<file path="src/rtl/mem_stage_pkg.sv">
// Shared types for the memory-access stage: pipeline bundles, FSM states,
// access sizes and fault causes.
package mem_stage_pkg;

  typedef struct packed {
    logic       mem_read;
    logic       mem_write;
    logic [1:0] mem_size;
    logic       mem_unsigned;
    logic       reg_write;
    logic [1:0] wb_sel;
  } ctrl_t;

  typedef struct packed {
    logic [31:0] alu_result;
    logic [31:0] rs2_data_str;
    logic [4:0]  rd_addr;
    ctrl_t       ctrl;
    logic        valid_ex_mem;
  } ex_mem_reg_t;

  typedef struct packed {
    logic [31:0] alu_result;
    logic [31:0] mem_rdata;
    logic [4:0]  rd_addr;
    ctrl_t       ctrl;
    logic        valid_mem_wb;
  } mem_wb_reg_t;

  typedef enum logic [1:0] {IDLE, WAIT_RSP, RSP_DONE} mem_fsm_e;

  localparam logic [1:0] SZ_B = 2'd0;
  localparam logic [1:0] SZ_H = 2'd1;
  localparam logic [1:0] SZ_W = 2'd2;

  localparam logic [1:0] FC_NONE        = 2'd0;
  localparam logic [1:0] FC_MISALIGN_LD = 2'd1;
  localparam logic [1:0] FC_MISALIGN_ST = 2'd2;
  localparam logic [1:0] FC_TIMEOUT     = 2'd3;

  // Sizes 2 and 3 are both treated as word accesses.
  function automatic logic is_misaligned(input logic [1:0] size, input logic [1:0] addr_lo);
    return (size == SZ_H) ? addr_lo[0] :
           (size == SZ_B) ? 1'b0 : (addr_lo != 2'b00);
  endfunction

endpackage

</file>
<file path="src/rtl/mem_stage_if.sv">
// Single-outstanding data-memory request/grant/response bus.
interface mem_stage_if;
  logic        dmem_req;
  logic        dmem_we;
  logic [31:0] dmem_addr;
  logic [3:0]  dmem_be;
  logic [31:0] dmem_wdata;
  logic        dmem_gnt;
  logic        dmem_rvalid;
  logic [31:0] dmem_rdata;

  modport master (
    output dmem_req, dmem_we, dmem_addr, dmem_be, dmem_wdata,
    input  dmem_gnt, dmem_rvalid, dmem_rdata
  );

  modport slave (
    input  dmem_req, dmem_we, dmem_addr, dmem_be, dmem_wdata,
    output dmem_gnt, dmem_rvalid, dmem_rdata
  );
endinterface

</file>
<file path="src/rtl/mem_stage_lsu_align.sv">
// Combinational lane logic: store byte-enable/data steering and load
// lane extraction with sign or zero extension.
module mem_stage_lsu_align
  import mem_stage_pkg::*;
(
  input  logic [1:0]  addr_lo,
  input  logic [1:0]  size,
  input  logic        is_unsigned,
  input  logic [31:0] st_data,
  input  logic [31:0] ld_word,
  output logic [3:0]  be,
  output logic [31:0] wdata,
  output logic [31:0] ld_data
);

  function automatic logic [31:0] ext8(input logic signed [7:0] v, input logic uns);
    logic signed [31:0] s;
    s = v;
    return uns ? {24'h0, v} : s;
  endfunction

  function automatic logic [31:0] ext16(input logic signed [15:0] v, input logic uns);
    logic signed [31:0] s;
    s = v;
    return uns ? {16'h0, v} : s;
  endfunction

  always_comb begin
    be    = 4'b1111;
    wdata = st_data;
    case (size)
      SZ_B: begin
        be    = 4'b0001 << addr_lo;
        wdata = {4{st_data[7:0]}};
      end
      SZ_H: begin
        be    = 4'b0011 << {addr_lo[1], 1'b0};
        wdata = {2{st_data[15:0]}};
      end
      default: ;
    endcase
  end

  always_comb begin
    ld_data = ld_word;
    case (size)
      SZ_B:    ld_data = ext8(ld_word[{addr_lo, 3'b000} +: 8], is_unsigned);
      SZ_H:    ld_data = ext16(addr_lo[1] ? ld_word[31:16] : ld_word[15:0], is_unsigned);
      default: ;
    endcase
  end

endmodule

</file>
<file path="src/rtl/mem_stage.sv">
// Memory-access stage: issues one data-memory access at a time, stalls the
// pipeline while it is outstanding and reports misalignment / bus timeout.
module mem_stage
  import mem_stage_pkg::*;
#(
  parameter int XLEN           = 32,
  parameter int TIMEOUT_CYCLES = 256
) (
  input  logic        clk,
  input  logic        reset,
  input  ex_mem_reg_t in,
  mem_stage_if.master dmem,
  output logic        mem_stall,
  output mem_wb_reg_t out,
  output logic        fault,
  output logic [1:0]  fault_cause
);

  localparam int CW = $clog2(TIMEOUT_CYCLES);
  localparam logic [CW-1:0] CNT_LAST = CW'(TIMEOUT_CYCLES - 1);

  mem_fsm_e       state, state_nxt;
  logic [CW-1:0]  cnt, cnt_nxt;
  logic [XLEN-1:0] load_buf, load_buf_nxt;
  logic           tmo, tmo_nxt;

  logic        is_mem, misaligned;
  logic [31:0] ld_data;

  assign is_mem     = in.valid_ex_mem && (in.ctrl.mem_read || in.ctrl.mem_write);
  assign misaligned = is_misaligned(in.ctrl.mem_size, in.alu_result[1:0]);

  assign dmem.dmem_we   = in.ctrl.mem_write;
  assign dmem.dmem_addr = {in.alu_result[31:2], 2'b00};

  mem_stage_lsu_align u_align (
    .addr_lo     (in.alu_result[1:0]),
    .size        (in.ctrl.mem_size),
    .is_unsigned (in.ctrl.mem_unsigned),
    .st_data     (in.rs2_data_str),
    .ld_word     (load_buf),
    .be          (dmem.dmem_be),
    .wdata       (dmem.dmem_wdata),
    .ld_data     (ld_data)
  );

  always_ff @(posedge clk) begin
    if (reset) begin
      state    <= IDLE;
      cnt      <= '0;
      load_buf <= '0;
      tmo      <= 1'b0;
    end else begin
      state    <= state_nxt;
      cnt      <= cnt_nxt;
      load_buf <= load_buf_nxt;
      tmo      <= tmo_nxt;
    end
  end

  always_comb begin
    state_nxt     = state;
    cnt_nxt       = cnt;
    load_buf_nxt  = load_buf;
    tmo_nxt       = tmo;
    dmem.dmem_req = 1'b0;
    mem_stall     = 1'b0;
    fault         = 1'b0;
    fault_cause   = FC_NONE;
    out           = '0;
    if (in.valid_ex_mem) begin
      out.alu_result   = in.alu_result;
      out.rd_addr      = in.rd_addr;
      out.ctrl         = in.ctrl;
      out.valid_mem_wb = 1'b1;
    end

    case (state)
      IDLE: begin
        if (is_mem && misaligned) begin
          out.ctrl.reg_write = 1'b0;
          fault              = 1'b1;
          fault_cause        = in.ctrl.mem_write ? FC_MISALIGN_ST : FC_MISALIGN_LD;
        end else if (is_mem) begin
          dmem.dmem_req = 1'b1;
          // A granted store retires now; everything else holds the pipe.
          if (!(in.ctrl.mem_write && dmem.dmem_gnt)) begin
            mem_stall        = 1'b1;
            out.valid_mem_wb = 1'b0;
          end
          if (!in.ctrl.mem_write && dmem.dmem_gnt) begin
            state_nxt    = WAIT_RSP;
            cnt_nxt      = '0;
            tmo_nxt      = 1'b0;
            load_buf_nxt = '0;
          end
        end
      end

      WAIT_RSP: begin
        mem_stall        = 1'b1;
        out.valid_mem_wb = 1'b0;
        cnt_nxt          = cnt + 1'b1;
        if (dmem.dmem_rvalid) begin
          load_buf_nxt = dmem.dmem_rdata;
          state_nxt    = RSP_DONE;
        end else if (cnt == CNT_LAST) begin
          tmo_nxt   = 1'b1;
          state_nxt = RSP_DONE;
        end
      end

      RSP_DONE: begin
        out.mem_rdata = ld_data;
        state_nxt     = IDLE;
        if (tmo) begin
          out.ctrl.reg_write = 1'b0;
          fault              = 1'b1;
          fault_cause        = FC_TIMEOUT;
        end
      end

      default: state_nxt = IDLE;
    endcase
  end

endmodule

</file>
<file path="src/flat_wrapper.sv">
// flat-port wrapper written by rule: the top's interface ports become plain ports
module mem_stage_flat import mem_stage_pkg::*;
#(
  parameter int XLEN           = 32,
  parameter int TIMEOUT_CYCLES = 256
)
  (clk, reset, in, mem_stall, out, fault, fault_cause, dmem_dmem_req, dmem_dmem_we, dmem_dmem_addr, dmem_dmem_be, dmem_dmem_wdata, dmem_dmem_gnt, dmem_dmem_rvalid, dmem_dmem_rdata);
  mem_stage_if dmem_i ();
  input  logic clk;
  input  logic reset;
  input  ex_mem_reg_t in;
  output logic mem_stall;
  output mem_wb_reg_t out;
  output logic fault;
  output logic [1:0] fault_cause;
  output wire logic [$bits(dmem_i.dmem_req)-1:0] dmem_dmem_req;
  output wire logic [$bits(dmem_i.dmem_we)-1:0] dmem_dmem_we;
  output wire logic [$bits(dmem_i.dmem_addr)-1:0] dmem_dmem_addr;
  output wire logic [$bits(dmem_i.dmem_be)-1:0] dmem_dmem_be;
  output wire logic [$bits(dmem_i.dmem_wdata)-1:0] dmem_dmem_wdata;
  input wire logic [$bits(dmem_i.dmem_gnt)-1:0] dmem_dmem_gnt;
  input wire logic [$bits(dmem_i.dmem_rvalid)-1:0] dmem_dmem_rvalid;
  input wire logic [$bits(dmem_i.dmem_rdata)-1:0] dmem_dmem_rdata;
  assign dmem_dmem_req = dmem_i.dmem_req;
  assign dmem_dmem_we = dmem_i.dmem_we;
  assign dmem_dmem_addr = dmem_i.dmem_addr;
  assign dmem_dmem_be = dmem_i.dmem_be;
  assign dmem_dmem_wdata = dmem_i.dmem_wdata;
  assign dmem_i.dmem_gnt = dmem_dmem_gnt;
  assign dmem_i.dmem_rvalid = dmem_dmem_rvalid;
  assign dmem_i.dmem_rdata = dmem_dmem_rdata;
  mem_stage #(.XLEN(XLEN), .TIMEOUT_CYCLES(TIMEOUT_CYCLES)) u_core (.clk(clk), .reset(reset), .in(in), .dmem(dmem_i), .mem_stall(mem_stall), .out(out), .fault(fault), .fault_cause(fault_cause));
endmodule
</file>
<file path="config.mk">
export PLATFORM = sky130hd
export DESIGN_NAME = mem_stage_flat
export DESIGN_NICKNAME = d
export VERILOG_FILES = /design/src/rtl/mem_stage_pkg.sv /design/src/rtl/mem_stage_if.sv /design/src/rtl/mem_stage_lsu_align.sv /design/src/rtl/mem_stage.sv /design/src/flat_wrapper.sv
export SDC_FILE = /design/constraint.sdc
export NUM_CORES = 1
export LEC_CHECK = 0
export CORE_MARGIN = 10
export CORE_UTILIZATION = 30
export CTS_BUF_LIST = sky130_fd_sc_hd__clkbuf_8
export DETAILED_ROUTE_END_ITERATION = 10
export PLACE_DENSITY = 0.69
export SYNTH_ARGS = -nofsm -noshare
export SYNTH_HDL_FRONTEND = slang
export SYNTH_HIERARCHICAL = 1
export SYNTH_SLANG_ARGS = --single-unit
</file>
<file path="constraint.sdc">
create_clock -name clk -period 2 [get_ports clk]
set_clock_uncertainty 0.1 [all_clocks]
set_input_delay 0.3 -clock clk [delete_from_list [all_inputs] [get_ports clk]]
set_output_delay 0.3 -clock clk [all_outputs]
set_load 0.05 [all_outputs]
</file>
==> metrics.md <==
| Metric | Value |
|---|---|
| Synth top area share | 21.08% |
| Die area | 0.01868 mm^2 |
| Pin count of the biggest net entering global routing | 45 |
| TritonCTS Sinks | 43 |
| Main combinational cell family by area after synthesis | simple AND/OR/NAND/NOR gates |
| Worst Path Buf+Inv | 3 |
| Reg clk slew, reported paths | 0.08 ns |
| Post-synthesis simple-gate area fraction | 32.26% |
| Horiz. Die Dim | 136.7 um |
| Flops & latches, synth | 43 |
| Leakage | 3.444 nW |
| CP required | 1.60 ns |
| CTS HTree Levels | 2 |
| Met3 wire length | 1732 um |
| Setup repair after global routing missed its margin | true |
| FILL cells | 1038 |
| CTS max path bufs | 2 |
| Synthesized instance count | 511 |
| DP Area | 0.007974 mm^2 |
| Avg Inst Size Synth | 7.992 um^2 |
| Global placement routability congestion | 0.8654 |
| Top delay family on crit path | buffers and inverters |
| Setup CP Type | register to output pin |
| Area growth, synth to finish | 109.3% |
| Endpoints failing setup | 25 |
| First-pass GRT wire length | 29610 um |
| Endpoint class of the critical path | output pin |
| Vias | 4734 |
| Number of enable flip-flop cells after synthesis | 0 |
| Status | complete, but fails checks |
| Number of global-route vias before repair | 4832 |
| Xor and xnor fraction of the mapped netlist area | 0% |
| Failing checks | setup timing |
| CP Launch Type | register |
| CTS tree | yes |
| Async SR Flop Fraction | 0% |
| CP arrival | 1.84 ns |
| Final worst slack | -0.2379 ns |
| Initial core utilization | 30.72% |
| Top_reg_cell synth | dfxtp_1 |
| Peak supply drop | 304.6 uV |
| Ratio of cells with drive above 1 in the final layout | 40.21% |
| Routed WL | 19960 um |
| Max-Cap Viols | 0 |
| Yosys cell types | 52 |
| Initial antenna violation count | 2 |
| Total track usage | 20.01% |
| Core area | 0.01330 mm^2 |
| Cell area after synthesis | 0.004084 mm^2 |
| Drt pass-1 iters | 4 |
| Slew Limit Fails | 0 |
| Sw frac | 38.46% |
| DRC Markers | 0 |
| Die H | 136.7 um |
| Utilization after layout | 64.29% |
| Num CTS Buffers | 5 |
| Synth Area in Compound Gates | 14.92% |
| Design area | 0.008547 mm^2 |
| CTS root buf | clkbuf_8 |
| Final Critical Period | 2.238 ns |
| FMAX | 0.4468 GHz |
| Top Layer Used | met4 |
| Skew-Pair Late Insertion Delay | 0.29 ns |
| Sequential share of power | 26.3% |
| R2R Setup Slk | 0.09 ns |
| Area leader, netlist | dfxtp_1 |
| Post-CTS Hold Fix Bufs | 0 |
| Final ANT Viol Nets | 0 |
| Post-route total power | 3.255 mW |
| Final Hold Vio Count | 0 |
| Critical path, cell by cell | mux2_4, a22oi_4, buf_6, buf_6, o22ai_2, and2_4, buf_6 |
| Int Power | 2.003 mW |
| Top-count cell post-synth | and2_1 |
| Port buffer count | 263 |
| P_sw | 1.252 mW |
| Drt via density | 5.031 |
| Logic pwr share | 57.0% |
| Met1 wire length | 7267 um |
| GRT Residual Overflow | 0 |
| Nets | 875 |
| Seq/Total Area, Yosys | 21.08% |
| DR WL met2 | 10460 um |
| I/O pin count | 266 |
| Fraction of synthesized area in multiplexers | 17.74% |
| Synth area leaders | dfxtp_1, mux2i_1, and2_1 |
| Finished Layout Cells | 941 |
| # rows | 42 |
| Clock network fraction of total power | 16.7% |
| Top cell by count, worst path | buf_6 |
| Fin Setup TNS | -4.338 ns |
| Max stage delay cell, worst path | dfxtp_4 |
| Yosys Warn Count | 6 |
| CP Max Fanout | 6 |
| Commonest cells post-synth | and2_1, nand2_1, mux2i_1 |
| PwrDens | 380.8 mW/mm^2 |
| Hold WC Path Type | register to register |
| Period utilisation layout | 111.9% |
| Avg WL per Cell | 21.21 um |
| DPL Wire Length | 15800 um |
| Placed cells | 913 |
| Crit-path max cell delay | 0.37 ns |
| Iteration-0 DRC count of the detailed router | 291 |
| Adder-cell share of the synthesized area | 0.3064% |
==> registers in the layout (all words and copies together) (netlist names) <==
| register | flops |
|---|---|
| u_core/state | 2 |
| u_core/tmo | 1 |
| u_core/cnt | 8 |
| u_core/load_buf | 32 |
==> power groups by stage <==
| stage | combinational, mW | clock (mW) | sequential [mW] |
|---|---|---|---|
| 2_1_floorplan | 0.867 | 0 | 0.880 |
| 3_3_place_gp | 1.80 | 0 | 0.880 |
| 3_5_place_dp | 1.82 | 0 | 0.880 |
| 4_1_cts | 1.86 | 0.557 | 0.857 |
| 5_1_grt | 1.92 | 0.596 | 0.858 |
| 6_report | 1.85 | 0.543 | 0.857 |
==> layer usage <==
metal | vias to the layer above | track usage (%)
met1 | 2234 | 22.44
met2 | 245 | 36.57
met4 | 0 | 6.686
met5 | - | 0
li1 | 2221 | -
met3 | 34 | 4.179
==> repair_timing <==
item                       in CTS  in global routing
hold endpoints to repair        0                  0
pin swaps                      18                 15
setup endpoints to repair      63                 38
cloned                          3                  0
setup buffers                  17                  1
gates resized for setup        90                 32
==> cell type report <==
type / count / area [um^2] / area share, %
repair buffers: 322 / 4431 / 51.84
clock buffers: 5 / 68.82 / 0.8052
flip-flops and latches: 43 / 872.1 / 10.20
diodes: 4 / 10.01 / 0.1171
inverters: 5 / 18.77 / 0.2196
clock inverters: 3 / 16.27 / 0.1903
multi-input cells: 383 / 2910 / 34.05
well taps: 176 / 220.2 / 2.576
==> cells by family after synthesis <==
group           after synthesis
flops                        43
other cells                   1
buf+inv                      86
mux                          67
compound gates               82
simple gates                231
fa+ha+maj                     1
==> cell usage in the layout, fill, tap and decap left out, types with 8 or more instances in the layout <==
cell             count
a21oi_1             10
a22oi_1              8
and2_1              55
and2_4              22
buf_12             129
buf_4               46
buf_6               33
clkdlybuf4s50_1    105
dfxtp_1             38
mux2_2              10
mux2_4               9
mux2i_1             46
nand2_1             56
nand2b_1            33
nor2_1              12
nor2b_1             20
o21ai_1             11
o221ai_2             8
o22ai_1             10
==> tightest hold or removal path, stage by stage (launching register included) <==
cell,delay [ns]
dfxtp_1,0.32
nand2b_1,0.06
mux2i_1,0.06
==> worst paths after layout <==
| kind | start | end | cells past startpoint |
|---|---|---|---|
| max | u_core/load_buf[31] | out[40] | 7 |
| min | u_core/load_buf[4] | u_core/load_buf[4] | 2 |
| max reg2reg | u_core/state[1] | u_core/cnt[6] | 6 |
| min reg2reg | u_core/load_buf[4] | u_core/load_buf[4] | 2 |
==> through the flow <==
step                setup slack (ns)  hold WS [ns]
finish                       -0.2379        0.3793
global route                 -0.2781        0.4127
CTS                          -0.2246        0.3821
detailed placement           -0.6071        0.3679
global placement             -0.5765        0.3559
floorplan                   -0.06515        0.3421
No activity file was read; power rests on OpenSTA's default activity.
